<file path="config.mk">
export PLATFORM = sky130hd
export DESIGN_NAME = decode_execute_unit
export DESIGN_NICKNAME = d
export VERILOG_FILES = /design/src/rtl/decode_execute_unit.sv
export SDC_FILE = /design/constraint.sdc
export NUM_CORES = 1
export LEC_CHECK = 0
export ABC_CLOCK_PERIOD_IN_PS = 2100
export BUFFER_PORTS_ARGS = -buffer_cell sky130_fd_sc_hd__buf_2
export CAP_MARGIN = 20
export CORE_MARGIN = 2
export CORE_UTILIZATION = 50
export CTS_CLUSTER_DIAMETER = 80
export DETAILED_ROUTE_END_ITERATION = 8
export GPL_TIMING_DRIVEN = 0
export MAX_ROUTING_LAYER = met4
export PLACE_DENSITY_LB_ADDON = 0.1
export SYNTH_ARGS = -nofsm -noshare
export SYNTH_HDL_FRONTEND = slang
export SYNTH_SLANG_ARGS = --single-unit
</file>
<file path="constraint.sdc">
create_clock -name clk -period 2.1 [get_ports clk]
set_clock_uncertainty 0.1 [all_clocks]
set_input_delay 0.21 -clock clk [delete_from_list [all_inputs] [get_ports clk]]
set_output_delay 0.21 -clock clk [all_outputs]
set_load 0.02 [all_outputs]
</file>
<file path="src/rtl/decode_execute_unit.sv">
// Single-stage decode + execute: opcode decode, immediate sign extension,
// operand select and add/sub ALU, with every output registered once per clock.
module decode_execute_unit (
    input  logic        clk,
    input  logic        rst,
    input  logic [31:0] instr,
    input  logic [31:0] rdata1,
    input  logic [31:0] rdata2,
    output logic        reg_write,
    output logic        reg_dest,
    output logic        alu_src,
    output logic        branch,
    output logic        mem_to_reg,
    output logic        mem_write,
    output logic        mem_read,
    output logic        jump,
    output logic        alu_op,
    output logic [4:0]  write_reg_addr,
    output logic [31:0] imm_ext,
    output logic [31:0] alu_result,
    output logic        alu_zero
);

    typedef enum logic [5:0] {
        OP_RTYPE = 6'b000000,
        OP_J     = 6'b000010,
        OP_BEQ   = 6'b000100,
        OP_ADDI  = 6'b001000,
        OP_LW    = 6'b100011,
        OP_SW    = 6'b101011
    } opcode_t;

    logic [5:0]  w_opcode;
    logic [4:0]  w_rt;
    logic [4:0]  w_rd;
    logic        w_reg_write;
    logic        w_reg_dest;
    logic        w_alu_src;
    logic        w_branch;
    logic        w_mem_to_reg;
    logic        w_mem_write;
    logic        w_mem_read;
    logic        w_jump;
    logic        w_alu_op;
    logic [4:0]  w_write_reg_addr;
    logic [31:0] w_imm_ext;
    logic [31:0] w_operand_b;
    logic [31:0] w_alu_result;

    logic        r_reg_write;
    logic        r_reg_dest;
    logic        r_alu_src;
    logic        r_branch;
    logic        r_mem_to_reg;
    logic        r_mem_write;
    logic        r_mem_read;
    logic        r_jump;
    logic        r_alu_op;
    logic [4:0]  r_write_reg_addr;
    logic [31:0] r_imm_ext;
    logic [31:0] r_alu_result;
    logic        r_alu_zero;

    assign w_opcode = instr[31:26];
    assign w_rt     = instr[20:16];
    assign w_rd     = instr[15:11];

    // Funct bits are deliberately ignored: R-type always adds.
    always_comb begin
        w_reg_write  = 1'b0;
        w_reg_dest   = 1'b0;
        w_alu_src    = 1'b0;
        w_branch     = 1'b0;
        w_mem_to_reg = 1'b0;
        w_mem_write  = 1'b0;
        w_mem_read   = 1'b0;
        w_jump       = 1'b0;
        w_alu_op     = 1'b0;
        case (w_opcode)
            OP_RTYPE: begin
                w_reg_write = 1'b1;
                w_reg_dest  = 1'b1;
            end
            OP_LW: begin
                w_reg_write  = 1'b1;
                w_alu_src    = 1'b1;
                w_mem_to_reg = 1'b1;
                w_mem_read   = 1'b1;
            end
            OP_SW: begin
                w_alu_src   = 1'b1;
                w_mem_write = 1'b1;
            end
            OP_BEQ: begin
                w_branch = 1'b1;
                w_alu_op = 1'b1;
            end
            OP_ADDI: begin
                w_reg_write = 1'b1;
                w_alu_src   = 1'b1;
            end
            OP_J: begin
                w_jump = 1'b1;
            end
            default: begin
            end
        endcase
    end

    assign w_write_reg_addr = w_reg_dest ? w_rd : w_rt;
    assign w_imm_ext        = {{16{instr[15]}}, instr[15:0]};
    assign w_operand_b      = w_alu_src ? w_imm_ext : rdata2;
    assign w_alu_result     = w_alu_op ? (rdata1 - w_operand_b) : (rdata1 + w_operand_b);

    always_ff @(posedge clk or posedge rst) begin
        if (rst) begin
            r_reg_write      <= 1'b0;
            r_reg_dest       <= 1'b0;
            r_alu_src        <= 1'b0;
            r_branch         <= 1'b0;
            r_mem_to_reg     <= 1'b0;
            r_mem_write      <= 1'b0;
            r_mem_read       <= 1'b0;
            r_jump           <= 1'b0;
            r_alu_op         <= 1'b0;
            r_write_reg_addr <= '0;
            r_imm_ext        <= '0;
            r_alu_result     <= '0;
            r_alu_zero       <= 1'b0;
        end else begin
            r_reg_write      <= w_reg_write;
            r_reg_dest       <= w_reg_dest;
            r_alu_src        <= w_alu_src;
            r_branch         <= w_branch;
            r_mem_to_reg     <= w_mem_to_reg;
            r_mem_write      <= w_mem_write;
            r_mem_read       <= w_mem_read;
            r_jump           <= w_jump;
            r_alu_op         <= w_alu_op;
            r_write_reg_addr <= w_write_reg_addr;
            r_imm_ext        <= w_imm_ext;
            r_alu_result     <= w_alu_result;
            r_alu_zero       <= (w_alu_result == '0);
        end
    end

    assign reg_write      = r_reg_write;
    assign reg_dest       = r_reg_dest;
    assign alu_src        = r_alu_src;
    assign branch         = r_branch;
    assign mem_to_reg     = r_mem_to_reg;
    assign mem_write      = r_mem_write;
    assign mem_read       = r_mem_read;
    assign jump           = r_jump;
    assign alu_op         = r_alu_op;
    assign write_reg_addr = r_write_reg_addr;
    assign imm_ext        = r_imm_ext;
    assign alu_result     = r_alu_result;
    assign alu_zero       = r_alu_zero;

endmodule

</file>
==> out/metrics.cfg, run 1 <==
[synthesis]
synth_edf_count = 0
synth_cells = 572
async_reset_ff_frac = 1.00
yosysTopAreaCellShare = 0.317
ys_types = 60
ys_seq_area_frac = 0.317
syn_area_per_cell_um2 = 8.43
ys_ff_latch = 61
syn_area_um2 = 4820
syn_nets = 703
yosysTopAreaCell = dfrtp_1
synth_common_cells = 61 x dfrtp_1, 60 x nand2_1, 58 x a21oi_1
yosysMostFrequentCell = dfrtp_1
synthTopCellsByArea = dfrtp_1 32%, ha_1 8.3%, xnor2_1 6.5%
dominantRegCellSynth = dfrtp_1
yosysWarnings = 0

[clock_network]
cts_buffers = 9
ctsRootBufferMaster = clkbuf_8
cts_max_level = 3
clk_pin_slew_worst_paths_ps = 80
cts_tree = yes
cts_sinks = 61
clockBufferDepth = 2

[layout]
multiInputGateArea_um2 = 4000
area_delta_synth_final_pct = 66.3
seqCellArea_um2 = 1530
final_cells = 980
drive_gt1_frac = 0.506
final_nets = 977
fillerInstances = 492
antennaDiodeCount = 0

[timing]
tightestPinTransition_ps = 665
slew_viol_final = 0
max_clock_freq_ghz = 0.183
slew_headroom = 0.556
min_period_over_period = 2.60
setup_ws_ps = -3370
grt_setup_unrepaired = true
period_minus_slack_ps = 5470
hold_viol_final = 0
finalSetupViolCount = 32

[power]
combPwrFrac = 0.513
pwr-share-clk = 0.202
irDropWorstVdd_uv = 367
seq_power_share = 0.286
internal-power_mw = 2.94
p_per_area_nw_per_um2 = 615
switching_power_mw = 1.99
p_leak_nw = 3.67
finalPower_mw = 4.92
switching_share = 0.404

[drt]
routed_wl_mm = 18.4
first_pass_iters = 5
drtIter0Drc = 325
vias_per_cell = 5.87
drcViolationCount = 0
vias = 5750
wl_per_cell_um = 18.8
ant_nets = 0

[global_routing]
grt_antenna_before_repair = 0
grt_max_degree = 32
grt_pass1_vias = 5518
grt_pass1_wl_mm = 26.1
grt_usage = 0.330
grt_overflow = 0

[hold_path]
hold_class = in -> reg

[floorplanning]
core-area_um2 = 9280
row_count = 35
ios = 177
die_w_um = 102
die_y_um = 102
start_util = 0.519
die_area_um2 = 10400

[critical_path]
cp-start-kind = primary input
crit_type = in -> reg
required_ps = 2260
arrival_ps = 5630
crit_fanout = 5
endpoint_kind = register

[placed_design]
hpwl_mm = 11.5
portBuffers = 171
place_inst = 873
place.gp.congestion = 0.928

[status]
status = complete, but fails checks
violations = setup timing

[flow_run]
maxCapViolCount = 0

## cells by family (layout without fill, tap and decap cells)
logic type,count (synthesis),after routing,share of synthesized area
flip-flops,61,61,0.317
AND/OR/NAND/NOR,182,182,0.183
AO/OA/AOI/OAI,165,165,0.216
buffers and inverters,58,337,0.0607
multiplexers,14,14,0.0293
adder cells (fa/ha/maj),33,33,0.0872
XOR/XNOR,59,59,0.107
## metal layers
metal / global-route usage / vias to the layer above / share of wire
li1: - / 2585 / -
met1: 0.406 / 2743 / 0.40
met2: 0.536 / 367 / 0.49
met3: 0.0698 / 55 / 0.090
met4: 0.123 / 0 / 0.025
met5: - / - / 0
## worst paths after layout
check,slack (ps),from,depth (start not counted),end
min,20,instr[13],3,write_reg_addr[2]
max,-3370,instr[27],26,alu_zero
max in group asynchronous,890,rst,4,write_reg_addr[3]
min in group asynchronous,400,rst,3,alu_result[10]
## metrics by stage
step | cell area (um2) | hold slack (ps) | setup slack (ps) | util | setup TNS [ps]
4_1_cts | 7300 | 7.77 | -3310 | 0.786 | -43410
3_5_place_dp | 6100 | 239 | -4090 | 0.657 | -65890
2_1_floorplan | 5060 | 141 | -3170 | - | -43150
5_1_grt | 8010 | 23.7 | -3520 | 0.863 | -51390
3_3_place_gp | 6080 | 263 | -4070 | 0.655 | -88070
6_report | 8010 | 21.8 | -3370 | 0.863 | -47920
## cells in the final DEF, fill, tap and decap left out, types with 7 or more instances in the layout
master	instances
buf_2	168
buf_4	68
dfrtp_1	61
nand2_1	50
a21oi_1	39
nor2_1	33
buf_6	24
xnor2_1	23
nor3_1	22
dlygate4sd3_1	22
ha_1	21
xor2_1	15
o21ai_0	14
a21o_1	14
inv_1	13
o21ai_2	12
mux2i_1	12
xnor2_2	12
clkbuf_8	11
a21oi_2	11
clkbuf_1	8
a21oi_4	8
ha_4	8
o21ai_4	7
o21ai_1	7
xor2_2	7
## worst max-delay path, stage by stage
cell       delay [ps]
buf_8             100
nor4b_4           350
o21ai_4           100
inv_2             100
clkbuf_16         140
clkbuf_16         130
mux2i_4           250
ha_4              220
o21ai_2            80
or2_4             260
nand2b_4          150
a21oi_4           150
nor2_1             70
xor2_1            160
ha_1              360
a21o_1            220
a31oi_4           180
o2111a_1          230
a32oi_2           130
buf_4             170
xnor2_2           170
o311ai_0          220
or4_4             460
or4_4             430
or4_4             460
nor4_2            140
## registers in the layout, summed over array words and instances, names as in the netlist
register,cells
jump,1
alu_result,32
reg_dest,1
imm_ext,16
alu_op,1
mem_read,1
alu_zero,1
write_reg_addr,5
alu_src,1
reg_write,1
mem_write,1
## cell type report
class	instances	share of cell area
inverter	19	0.00921
tap	129	0.0201
timing repair buffer	267	0.220
clock inverter	5	0.00453
multi-input combinational	453	0.499
sequential	61	0.190
clock buffer	11	0.0176
buffer	35	0.0398
## repair_timing
action	CTS	global route
gates resized for setup	97	109
gates cloned	0	0
buffers inserted	48	32
pin swaps	60	57
endpoints found under the setup margin	32	32
hold endpoints to repair	51	0
hold buffers	22	0
## power by group through the flow
stage               logic [mW]  registers (mW)  clock network (mW)
finish                    2.53            1.41               0.992
global route              2.68            1.43                1.04
CTS                       2.08            1.41               0.992
detailed placement        1.72            1.43                   0
global placement          1.69            1.43                   0
floorplan                0.907            1.70                   0
(Power assumes the default switching activity.)
==> inputs of run 2 (changes only) <==
ABC_CLOCK_PERIOD_IN_PS = 4400   (was 2100)
CORE_UTILIZATION = 46   (was 50)
clock period = 4.4 ns   (was 2.1 ns; I/O delays follow)
==> out/metrics.cfg, run 2 (synthesis gave the netlist of run 1 again) <==
[timing]
slew_headroom = 0.545  ; was 0.556
setup_ws_ps = -1230  ; was -3370 ps
max_clock_freq_ghz = 0.178
min_period_over_period = 1.28
period_minus_slack_ps = 5630
setup_tns_ps = -2200  ; was -47920 ps
grt_setup_unrepaired = true  ; unchanged
finalSetupViolCount = 4  ; was 32
hold_viol_final = 0  ; unchanged
hold_slack_ps = 88.8  ; was 21.8 ps
tightestPinTransition_ps = 682  ; was 665 ps
slew_viol_final = 0  ; unchanged

[clock_network]
cts_max_level = 3  ; unchanged
cts_sinks = 61  ; unchanged
ctsRootBufferMaster = clkbuf_8  ; unchanged
cts_tree = yes  ; unchanged
clk_pin_slew_worst_paths_ps = 70  ; was 80 ps
cts_buffers = 9  ; unchanged
cts-hold-fix-buffers = 0  ; was 22
clockBufferDepth = 2  ; unchanged

[drt]
drtIter0Drc = 296  ; was 325
vias_per_cell = 5.55  ; was 5.87
ant_nets = 0  ; unchanged
wl_per_cell_um = 16.8  ; was 18.8 um
vias = 5148  ; was 5750
drcViolationCount = 0  ; unchanged
first_pass_iters = 7  ; was 5
routed_wl_mm = 15.6  ; was 18.4 mm

[global_routing]
grt_pass1_vias = 5074  ; was 5518
grt_pass1_wl_mm = 24.8  ; was 26.1 mm
grt_max_degree = 32  ; unchanged
grt_overflow = 0  ; unchanged
grt_usage = 0.287  ; was 0.330
grt_antenna_before_repair = 0  ; unchanged

[power]
internal-power_mw = 1.35  ; was 2.94 mW
finalPower_mw = 2.15  ; was 4.92 mW
switching_power_mw = 0.803  ; was 1.99 mW
seq_power_share = 0.311  ; was 0.286
p_per_area_nw_per_um2 = 314  ; was 615 nW/um2
combPwrFrac = 0.437  ; was 0.513
pwr-share-clk = 0.252  ; was 0.202
irDropWorstVdd_uv = 209  ; was 367 uV
p_leak_nw = 3.23  ; was 3.67 nW
switching_share = 0.373  ; was 0.404

[critical_path]
cp-start-kind = primary input  ; unchanged
crit_buf_inv = 7  ; was 5
critPathMaxStageDelay_ps = 530  ; was 460 ps
path_delay_family = simple AND/OR/NAND/NOR gates  ; unchanged
cpMostUsedCell = or4_4  ; unchanged
path_depth = 25  ; was 26
endpoint_kind = register  ; unchanged
slowest_stage = or4_4  ; unchanged
crit_type = in -> reg  ; unchanged
arrival_ps = 5790  ; was 5630 ps
crit_fanout = 7  ; was 5
required_ps = 4560  ; was 2260 ps
startpoint = instr[26]  ; was instr[27]

[placed_design]
dpl_cell_area_um2 = 5980  ; was 6100 um2
portBuffers = 171  ; unchanged
place_inst = 880  ; was 873
pre_cts_slack_ps = -2120  ; was -4090 ps
hpwl_mm = 11.8  ; was 11.5 mm
place.gp.congestion = 0.914  ; was 0.928

[layout]
final_cell_area_um2 = 6860  ; was 8010 um2
fillerInstances = 894  ; was 492
final_cell_mix = 169 x buf_2, 61 x dfrtp_1, 57 x nand2_1  ; was 168 x buf_2, 68 x buf_4, 61 x dfrtp_1
drive_gt1_frac = 0.403  ; was 0.506
largest_reg_flops = 32  ; unchanged
final_common_cell = buf_2  ; unchanged
antennaDiodeCount = 0  ; unchanged
area_delta_synth_final_pct = 42.4  ; was 66.3%
fin_util = 0.671  ; was 0.863
final_nets = 917  ; was 977
final_cells = 927  ; was 980

[floorplanning]
start_util = 0.471  ; was 0.519
core-area_um2 = 10200  ; was 9280 um2
ios = 177  ; unchanged
die_y_um = 106  ; was 102 um
die_area_um2 = 11300  ; was 10400 um2
row_count = 37  ; was 35
die_w_um = 106  ; was 102 um

[status]
status = complete, but fails checks  ; unchanged
violations = setup timing  ; unchanged

[flow_run]
maxCapViolCount = 0  ; unchanged

[hold_path]
hold_class = in -> async  ; was in -> reg

-- run 2: cell types whose count changed in the layout (fill, tap and decap cells not counted), sizes merged --
cell         change
buf             -40
bufinv           +1
clkbuf           +4
clkinv           -1
clkinvlp         -2
dlygate4sd3     -22
-- run 2: timing repair --
item | CTS | global route
buffers inserted | 28 | 10
pin swaps | 26 | 22
setup endpoints to repair | 11 | 11
gates resized for setup | 71 | 27
-- run 2: cell type report --
cell class	instances	area (um2)	area share
buffer	36	329	0.0480
clock inverter	3	42.5	0.00620
clock buffer	13	169	0.0246
tap	136	170	0.0248
inverter	19	71.3	0.0104
multi-input combinational	453	3380	0.492
timing repair buffer	206	1180	0.172
sequential	61	1530	0.222
-- run 2: how the worst max path moves through the flow --
stage                           to  slack (ps)
after global placement    alu_zero       -2100
after floorplan           alu_zero       -1150
final                     alu_zero       -1230
after global routing      alu_zero       -1400
after CTS                 alu_zero       -1160
after detailed placement  alu_zero       -2120
-- run 2: metal layers --
metal,wire length [um],up-vias,track usage,share of wire
met5,0,-,-,0
met4,294,0,0.0846,0.019
met3,898,25,0.0435,0.058
met2,7620,227,0.471,0.49
met1,6760,2419,0.367,0.43
li1,-,2477,-,-
-- run 2: power by group through the flow --
stage          clock, mW  combinational [mW]  sequential (mW)
6_report           0.542               0.941            0.671
5_1_grt            0.579                1.02            0.680
4_1_cts            0.554               0.904            0.672
3_5_place_dp           0               0.794            0.683
3_3_place_gp           0               0.783            0.681
2_1_floorplan          0               0.405            0.810
